[config.mk]
export PLATFORM = sky130hd
export DESIGN_NAME = serial_pattern_gen
export DESIGN_NICKNAME = d
export VERILOG_FILES = /design/src/rtl/serial_pattern_gen_pkg.sv /design/src/rtl/serial_pattern_gen_shift_reg.sv /design/src/rtl/serial_pattern_gen.sv
export SDC_FILE = /design/constraint.sdc
export NUM_CORES = 1
export LEC_CHECK = 0
export BUFFER_PORTS_ARGS = -buffer_cell sky130_fd_sc_hd__buf_2
export CELL_PAD_IN_SITES_DETAIL_PLACEMENT = 0
export CELL_PAD_IN_SITES_GLOBAL_PLACEMENT = 1
export CORE_MARGIN = 2
export CORE_UTILIZATION = 30
export CTS_CLUSTER_DIAMETER = 50
export CTS_CLUSTER_SIZE = 16
export DETAILED_ROUTE_END_ITERATION = 16
export PLACE_DENSITY = 0.55
export SLEW_MARGIN = 20
export SYNTH_ARGS = -nofsm -noshare
export SYNTH_HDL_FRONTEND = slang
export SYNTH_HIERARCHICAL = 1
export SYNTH_SLANG_ARGS = --single-unit
export TNS_END_PERCENT = 100
[constraint.sdc]
create_clock -name clk -period 3.3 [get_ports clk]
set_input_delay 0.33 -clock clk [delete_from_list [all_inputs] [get_ports clk]]
set_output_delay 0.33 -clock clk [all_outputs]
set_load 0.1 [all_outputs]
[src/rtl/serial_pattern_gen_pkg.sv]
// Shared types and defaults for the serial pattern generator.
package serial_pattern_gen_pkg;

  // Default maximum pattern length and the matching length-port width.
  localparam int unsigned DEF_W  = 8;
  localparam int unsigned DEF_LW = 4;

  // Transmit controller states.
  typedef enum logic [1:0] {
    ST_IDLE  = 2'd0,
    ST_SHIFT = 2'd1,
    ST_DONE  = 2'd2
  } spg_state_t;

  // Limits a requested length to the register width.
  function automatic int unsigned clamp_len(input int unsigned len,
                                            input int unsigned max_len);
    return (len > max_len) ? max_len : len;
  endfunction

endpackage

[src/rtl/serial_pattern_gen_shift_reg.sv]
// Loadable left-shift register plus bit down-counter for one pattern pass.
// On load the pattern is left-aligned so that pattern[len-1] sits in the
// MSB; a copy of the aligned pattern is kept so repetitions can reload it
// without looking at the (possibly changed) input port again.
module pattern_shift_reg
  import serial_pattern_gen_pkg::*;
#(
  parameter int unsigned W  = DEF_W,
  parameter int unsigned LW = DEF_LW
) (
  input  logic          clk,
  input  logic          rst_n,
  input  logic          i_load,     // capture pattern/len from the ports
  input  logic          i_reload,   // restart the pass from the stored copy
  input  logic          i_shift,    // advance one bit
  input  logic [W-1:0]  i_pattern,
  input  logic [LW-1:0] i_len,      // already clamped to W by the caller
  output logic          o_msb,      // bit currently presented
  output logic          o_last      // presented bit is bit 0 of the pass
);

  logic [W-1:0]  r_sreg;
  logic [W-1:0]  r_pat;
  logic [LW-1:0] r_len;
  logic [LW-1:0] r_cnt;

  logic [LW-1:0] w_shamt;
  logic [W-1:0]  w_aligned;

  // Left-align the pattern: bits above len-1 fall off the top.
  always_comb begin
    w_shamt   = LW'(W) - i_len;
    w_aligned = i_pattern << w_shamt;
  end

  // Shift register, stored copy, length and remaining-bit counter.
  always_ff @(posedge clk or negedge rst_n) begin
    if (!rst_n) begin
      r_sreg <= '0;
      r_pat  <= '0;
      r_len  <= '0;
      r_cnt  <= '0;
    end else if (i_load) begin
      r_sreg <= w_aligned;
      r_pat  <= w_aligned;
      r_len  <= i_len;
      r_cnt  <= i_len - LW'(1);
    end else if (i_reload) begin
      r_sreg <= r_pat;
      r_cnt  <= r_len - LW'(1);
    end else if (i_shift) begin
      r_sreg <= {r_sreg[W-2:0], 1'b0};
      r_cnt  <= r_cnt - LW'(1);
    end
  end

  assign o_msb  = r_sreg[W-1];
  assign o_last = (r_cnt == '0);

endmodule

[src/rtl/serial_pattern_gen.sv]
// Serial pattern generator: sends a latched pattern MSB-first rep+1 times
// back to back, then pulses done for one cycle.
//
// Handshake: start and stop are level requests sampled on the rising edge
// of clk. start is only looked at in IDLE (never queued while busy); stop
// is only looked at in SHIFT, where it makes the bit currently on x the
// last valid one. x carries a pattern bit exactly in the cycles where
// x_valid is high and is held at 0 otherwise; no back-pressure exists.
module serial_pattern_gen
  import serial_pattern_gen_pkg::*;
#(
  parameter int unsigned W  = DEF_W,
  parameter int unsigned LW = DEF_LW
) (
  input  logic          clk,
  input  logic          rst,        // asynchronous, active low
  input  logic          start,
  input  logic [W-1:0]  pattern,
  input  logic [LW-1:0] len,
  input  logic [3:0]    rep,
  input  logic          stop,
  output logic          x,
  output logic          x_valid,
  output logic          busy,
  output logic          done,
  output spg_state_t    dbg_state
);

  spg_state_t    r_state;
  spg_state_t    w_next;
  logic [3:0]    r_rep_left;

  logic [LW-1:0] w_len_eff;
  logic          w_load;
  logic          w_reload;
  logic          w_shift;
  logic          w_rep_dec;
  logic          w_msb;
  logic          w_last;

  // Effective length L = min(len, W).
  always_comb begin
    w_len_eff = LW'(clamp_len(32'(len), W));
  end

  // State register.
  always_ff @(posedge clk or negedge rst) begin
    if (!rst) begin
      r_state <= ST_IDLE;
    end else begin
      r_state <= w_next;
    end
  end

  // Next-state and datapath control decode.
  always_comb begin
    w_next    = r_state;
    w_load    = 1'b0;
    w_reload  = 1'b0;
    w_shift   = 1'b0;
    w_rep_dec = 1'b0;
    unique case (r_state)
      ST_IDLE: begin
        if (start) begin
          w_load = 1'b1;
          w_next = (w_len_eff != '0) ? ST_SHIFT : ST_DONE;
        end
      end
      ST_SHIFT: begin
        if (stop) begin
          w_next = ST_DONE;
        end else if (w_last) begin
          if (r_rep_left != 4'd0) begin
            w_reload  = 1'b1;
            w_rep_dec = 1'b1;
          end else begin
            w_next = ST_DONE;
          end
        end else begin
          w_shift = 1'b1;
        end
      end
      ST_DONE: begin
        w_next = ST_IDLE;
      end
      default: begin
        w_next = ST_IDLE;
      end
    endcase
  end

  // Remaining-repetition counter, captured with the pattern.
  always_ff @(posedge clk or negedge rst) begin
    if (!rst) begin
      r_rep_left <= 4'd0;
    end else if (w_load) begin
      r_rep_left <= rep;
    end else if (w_rep_dec) begin
      r_rep_left <= r_rep_left - 4'd1;
    end
  end

  pattern_shift_reg #(
    .W  (W),
    .LW (LW)
  ) u_shift (
    .clk       (clk),
    .rst_n     (rst),
    .i_load    (w_load),
    .i_reload  (w_reload),
    .i_shift   (w_shift),
    .i_pattern (pattern),
    .i_len     (w_len_eff),
    .o_msb     (w_msb),
    .o_last    (w_last)
  );

  // Moore outputs decoded from registers only; reset clears them at once.
  always_comb begin
    x_valid   = (r_state == ST_SHIFT);
    x         = (r_state == ST_SHIFT) & w_msb;
    busy      = (r_state != ST_IDLE);
    done      = (r_state == ST_DONE);
    dbg_state = r_state;
  end

endmodule

# Word-level counts from Yosys, hierarchy flattened
# Cells that the tools add are included.
# word_totals
latchBits	0
regBits	30
ramBits	0
memories	0
mem_bits_ro	0
wordCells	51
out_inout_bits	6
inputBits	20
# op_classes
bitwise	1
order_cmp	1
reduce_logical	8
n_mux	24
eq_ne	5
shift	1
addsub	5
n_mul	0
n_div	0
# op_table
operator	count
$mux W4	6
$mux W8	3
$sub A4 B1 Y4 const B	4
$mux W2	5
$mux W1	9
$reduce_bool A4 Y1	2
$shl A8 B4 Y8	1
$gt A4 B4 Y1 const B	1
$logic_not A4 Y1	1
$pmux W2 S2	1
$reduce_bool A2 Y1	2
$sub A4 B4 Y4 const A	1
$ne A3 B2 Y1 const B	1
$ne A3 B3 Y1 const B	1
$reduce_and A3 Y1	1
$reduce_bool A3 Y1	1
$eq A2 B1 Y1 const B	1
$eq A2 B2 Y1 const B	1
$logic_not A2 Y1	1
$ne A2 B2 Y1 const B	1
$and A1 B1 Y1	1

# Depth between registers and ports, before layout
# depth
ltp_word	7
depth_mapped	10
ltp_nobuf	9

# Hierarchy
# The synthesis kept the hierarchy.
# modules_own_cells
module	area_each_um2	instances	cells_per_inst	seq_area_each_um2
pattern_shift_reg	1473.9	1	158	600.6
serial_pattern_gen	442.9	1	52	150.1

# Worst setup path after synthesis
# OpenSTA, ideal clock, no wires.
# synth_path
path_type	register to output
startpoint	register r_state[0], in the netlist dbg_state[0]
endpoint	output port x
n_path_buf	0
required_ps	2970
t_arrival_ps	3356
path_stages_with_launch	3
slack_ps	-386
cell_sequence	dfrtp_1 nor2b_1 and2_1
# synth_between
elab_chain_cells	2
# synth_lines
element	line_no	text
start, declared	serial_pattern_gen.sv:29	spg_state_t r_state;
start signal, assigned	serial_pattern_gen.sv:51	r_state <= w_next;
$eq A2 B1 Y1	--	
via x_valid	serial_pattern_gen.sv:23	output logic x_valid,
$and A1 B1 Y1	serial_pattern_gen.sv:121	x = (r_state == ST_SHIFT) & w_msb;
end, declared	serial_pattern_gen.sv:22	output logic x,
# The timed path passes the listed nets, and every way through them passes these cells.

# Worst setup path in the final report
# layout_path
startpoint	register r_rep_left[0]
endpoint	register u_shift.r_cnt[2]
# layout_between
elab_chain_cells	7
elab_cells_between_ends	8
classes_between	mux: 6; reduce/logical: 2
# layout_lines
element	line_no	text
start, declared	serial_pattern_gen.sv:31	logic [3:0] r_rep_left;
start signal, assigned	serial_pattern_gen.sv:97	r_rep_left <= rep;
start signal, assigned	serial_pattern_gen.sv:99	r_rep_left <= r_rep_left - 4'd1;
$reduce_bool A4 Y1 *	serial_pattern_gen.sv:73	if (r_rep_left != 4'd0) begin
$mux W1 *	serial_pattern_gen.sv:73	
$mux W1 *	serial_pattern_gen.sv:72	end else if (w_last) begin
$mux W1 *	serial_pattern_gen.sv:70	if (stop) begin
$mux W1 *	serial_pattern_gen.sv:62	unique case (r_state)
via w_reload	serial_pattern_gen.sv:35	logic w_reload;
$mux W4	serial_pattern_gen_shift_reg.sv:48	end else if (i_reload) begin
$mux W4	serial_pattern_gen_shift_reg.sv:43	end else if (i_load) begin
end signal, assigned	serial_pattern_gen_shift_reg.sv:47	r_cnt <= i_len - LW'(1);
end signal, assigned	serial_pattern_gen_shift_reg.sv:50	r_cnt <= r_len - LW'(1);
end signal, assigned	serial_pattern_gen_shift_reg.sv:53	r_cnt <= r_cnt - LW'(1);
end, declared	serial_pattern_gen_shift_reg.sv:25	logic [LW-1:0] r_cnt;
# The timed path passes the listed nets; every way through them passes the cells marked *.
# A chain may end at the register's enable or synchronous reset.

==> flow_metrics.env <==
export IMPL_slew_headroom_pct=53.0
export IMPL_vias=1543
export IMPL_grtUsageTotal_pct=14.2
export IMPL_die_area_mm2=0.00705
export IMPL_fin_crit_sh_pct=76.2
export IMPL_synthTopCellsByCount="dfrtp_1, nor2_1, inv_1"
export IMPL_syn_inst=210
export IMPL_h_tree_depth=2
export IMPL_numCtsBuffers=5
export IMPL_start_util_pct=30.5
export IMPL_cts_tree="done"
export IMPL_p_per_area_mw_per_mm2=880
export IMPL_synth_most_common_cell="dfrtp_1"
export IMPL_wl_mm=4.56
export IMPL_setup_viol=0
export IMPL_syn_num_nets=233
export IMPL_met1_length_mm=2.24
export IMPL_synth_edf_count=0
export IMPL_fill_cells=673
export IMPL_dpl_cell_count=305
export IMPL_async_flop_share_pct=100
export IMPL_end_kind="flop"
export IMPL_path_class="reg -> reg"
export IMPL_area_growth_syn_to_layout_pct=15.3
export IMPL_synth_area_leaders="dfrtp_1, mux2i_1, nor2_1"
export IMPL_die_y_um=83.9
export IMPL_start_kind="flop"
export IMPL_clockBufferDepth=2
export IMPL_ios=26
export IMPL_clock_skew_ps=6.62
export IMPL_path_buf_inv=2
export IMPL_grt_remaining_overflow=0
export IMPL_wl_met2_mm=2.15
export IMPL_multiInputGateArea_mm2=0.00102
export IMPL_yosysUniqueCellTypes=56
export IMPL_routed_top_layer="met4"
export IMPL_dpl_cell_area_mm2=0.00210
export IMPL_antenna_left=0
export IMPL_clk_pin_slew_ps=70
export IMPL_hp_class="in -> async"
export IMPL_outcome="finished clean"
export IMPL_insertion_delay_ps=280
export IMPL_p_total_mw=1.94
export IMPL_antenna_found_initial=0
export IMPL_clockRootBuffer="clkbuf_8"
export IMPL_hold_viol=0
export IMPL_holdBufCountCts=0
export IMPL_synth_top_area_cell="dfrtp_1"
export IMPL_worst_pin_slew_ps=705
export IMPL_cts_resized=0
export IMPL_syn_cell_area_mm2=0.00192
export IMPL_ir_worst_vdd_mv=0.456
export IMPL_cp_slowest_stage_delay_ps=410
export IMPL_drv_cap=0
export IMPL_crit_chain="inv_1, ha_1, or3b_1, and3_1, buf_4, mux2i_1, o21a_1, ha_1, xor2_1, a21oi_1"
export IMPL_fmax_ghz=0.398
export IMPL_grt_first_pass_wirelength_mm=7.99
export IMPL_gp_congestion=0.726
export IMPL_vias_per_cell=4.93
export IMPL_crit_family="simple AND/OR/NAND/NOR gates"
export IMPL_instances_no_fill=313
export IMPL_finalMaxSlewViolations=0
export IMPL_first_pass_iters=4
export IMPL_dp_hpwl_mm=3.33
export IMPL_crit_fanout=17
export IMPL_postCtsSetupBuffers=0
export IMPL_grt_max_degree=31
export IMPL_final_nets=258
export IMPL_drive_gt1_share_pct=22.9
export IMPL_drc=0
export IMPL_rsz0062_at_grt="false"
export IMPL_antenna_cells=0
export IMPL_synth_main_ff_cell="dfrtp_1"
export IMPL_crit_arrival_ps=2660
export IMPL_synth_avg_cell_area_um2=9.13
export IMPL_wl_met3_um=115
export IMPL_cpMostUsedCell="ha_1"
export IMPL_coreArea_mm2=0.00628
export IMPL_drtIter0Drc=76
export IMPL_yosys_warnings=6
export IMPL_yosysTopAreaCellShare_pct=39.2
export IMPL_clkSinkCount=30
export IMPL_fin_crit_ps=2510
export IMPL_worstPathRequired_ps=3440
export IMPL_ff_latch_area_um2=751
export IMPL_tns_ps=0
export IMPL_avgRoutedWirePerCell_um=14.6
export IMPL_p_leak_nw=0.975
export IMPL_numPortBuffers=25
export IMPL_grt_pass1_vias=1604
export IMPL_final_area_mm2=0.00221
export IMPL_yosysSeqAreaShare_pct=39.2
export IMPL_ys_ff_latch=30
export IMPL_dieWidth_um=83.9
export IMPL_num_rows=29
export IMPL_critPathSlowestCell="dfrtp_1"
## routing by layer
layer  up-vias  track usage [%]
li1        792                -
met1       735             18.5
met2        12             23.1
met3         4             3.46
met4         0             4.84
met5         -                0
## where the power goes
part / switching (mW) / internal [mW]
sequential: 0.117 / 0.533
combinational: 0.604 / 0.323
clock: 0.145 / 0.222
## final timing paths
kind                                              start                      endpoint  slack (ps)  cells after the start
max in group asynchronous                           rst  u_shift/r_pat[4]$_DFFE_PN0P_        2750                      1
setup / recovery              r_rep_left[0]$_DFFE_PN0P_  u_shift/r_cnt[2]$_DFFE_PN0P_         790                     10
hold reg to reg            u_shift/r_pat[7]$_DFFE_PN0P_  u_shift/r_pat[7]$_DFFE_PN0P_         480                      1
setup reg to reg              r_rep_left[0]$_DFFE_PN0P_  u_shift/r_cnt[2]$_DFFE_PN0P_         790                     10
min in group clk                                 rep[0]     r_rep_left[0]$_DFFE_PN0P_         270                      3
hold / removal                                      rst      dbg_state[0]$_DFFE_PN0P_          90                      1
## layout make-up
type,instances,share of cell area (%)
timing repair buffer,30,7.36
multi-input combinational,149,46.1
clock inverter,3,1.81
clock buffer,5,3.11
tap,77,4.36
sequential,30,34.0
inverter,19,3.23
## sequential cells by signal (all words and copies together), names as in the netlist
signal / flops
u_shift/r_pat: 8
u_shift/r_sreg: 8
r_rep_left: 4
u_shift/r_cnt: 4
u_shift/r_len: 4
dbg_state: 2
## placed cells by master, fill, tap and decap left out, types with 2 or more instances in the layout
cell type,Yosys,final
a21oi_1,8,8
a21oi_2,2,2
a221o_1,2,2
a221oi_1,5,5
and2_1,2,2
buf_2,5,25
buf_4,1,5
clkbuf_8,0,5
clkinv_2,0,2
dfrtp_1,30,30
ha_1,3,3
inv_1,17,17
mux2_2,4,4
mux2_4,2,2
mux2i_1,10,10
nand2_1,14,14
nand2b_1,3,3
nand3_1,3,3
nand3b_1,2,2
nor2_1,21,21
nor2b_1,4,3
nor3_1,5,5
nor3b_1,2,2
nor4_1,3,3
o21a_1,3,3
o21ai_0,8,8
o21ai_1,3,3
o22a_1,5,5
o22ai_1,5,5
o31ai_1,2,2
or2_1,2,2
or3b_1,3,3
xor2_1,2,2
## per-stage QoR
| stage | hold WS (ps) | setup slack, ps | util [%] |
|---|---|---|---|
| global route | 151 | 633 | 35.2 |
| global placement | 432 | 757 | 33.5 |
| detailed placement | 429 | 716 | 33.5 |
| CTS | 123 | 772 | 35.2 |
| finish | 94.1 | 787 | 35.2 |
| floorplan | 34.4 | 124 | - |
## kinds of logic (layout without fill, tap and decap cells)
group / Yosys count / count (layout) / synth area share, %
adder cells (fa/ha/maj): 3 / 3 / 1.96
multiplexers: 17 / 17 / 10.3
AND/OR/NAND/NOR: 75 / 75 / 21.1
buffers and inverters: 31 / 57 / 7.77
XOR/XNOR: 3 / 3 / 1.37
AO/OA/AOI/OAI: 51 / 51 / 18.3
flip-flops: 30 / 30 / 39.2
No activity file was read; power rests on OpenSTA's default activity.
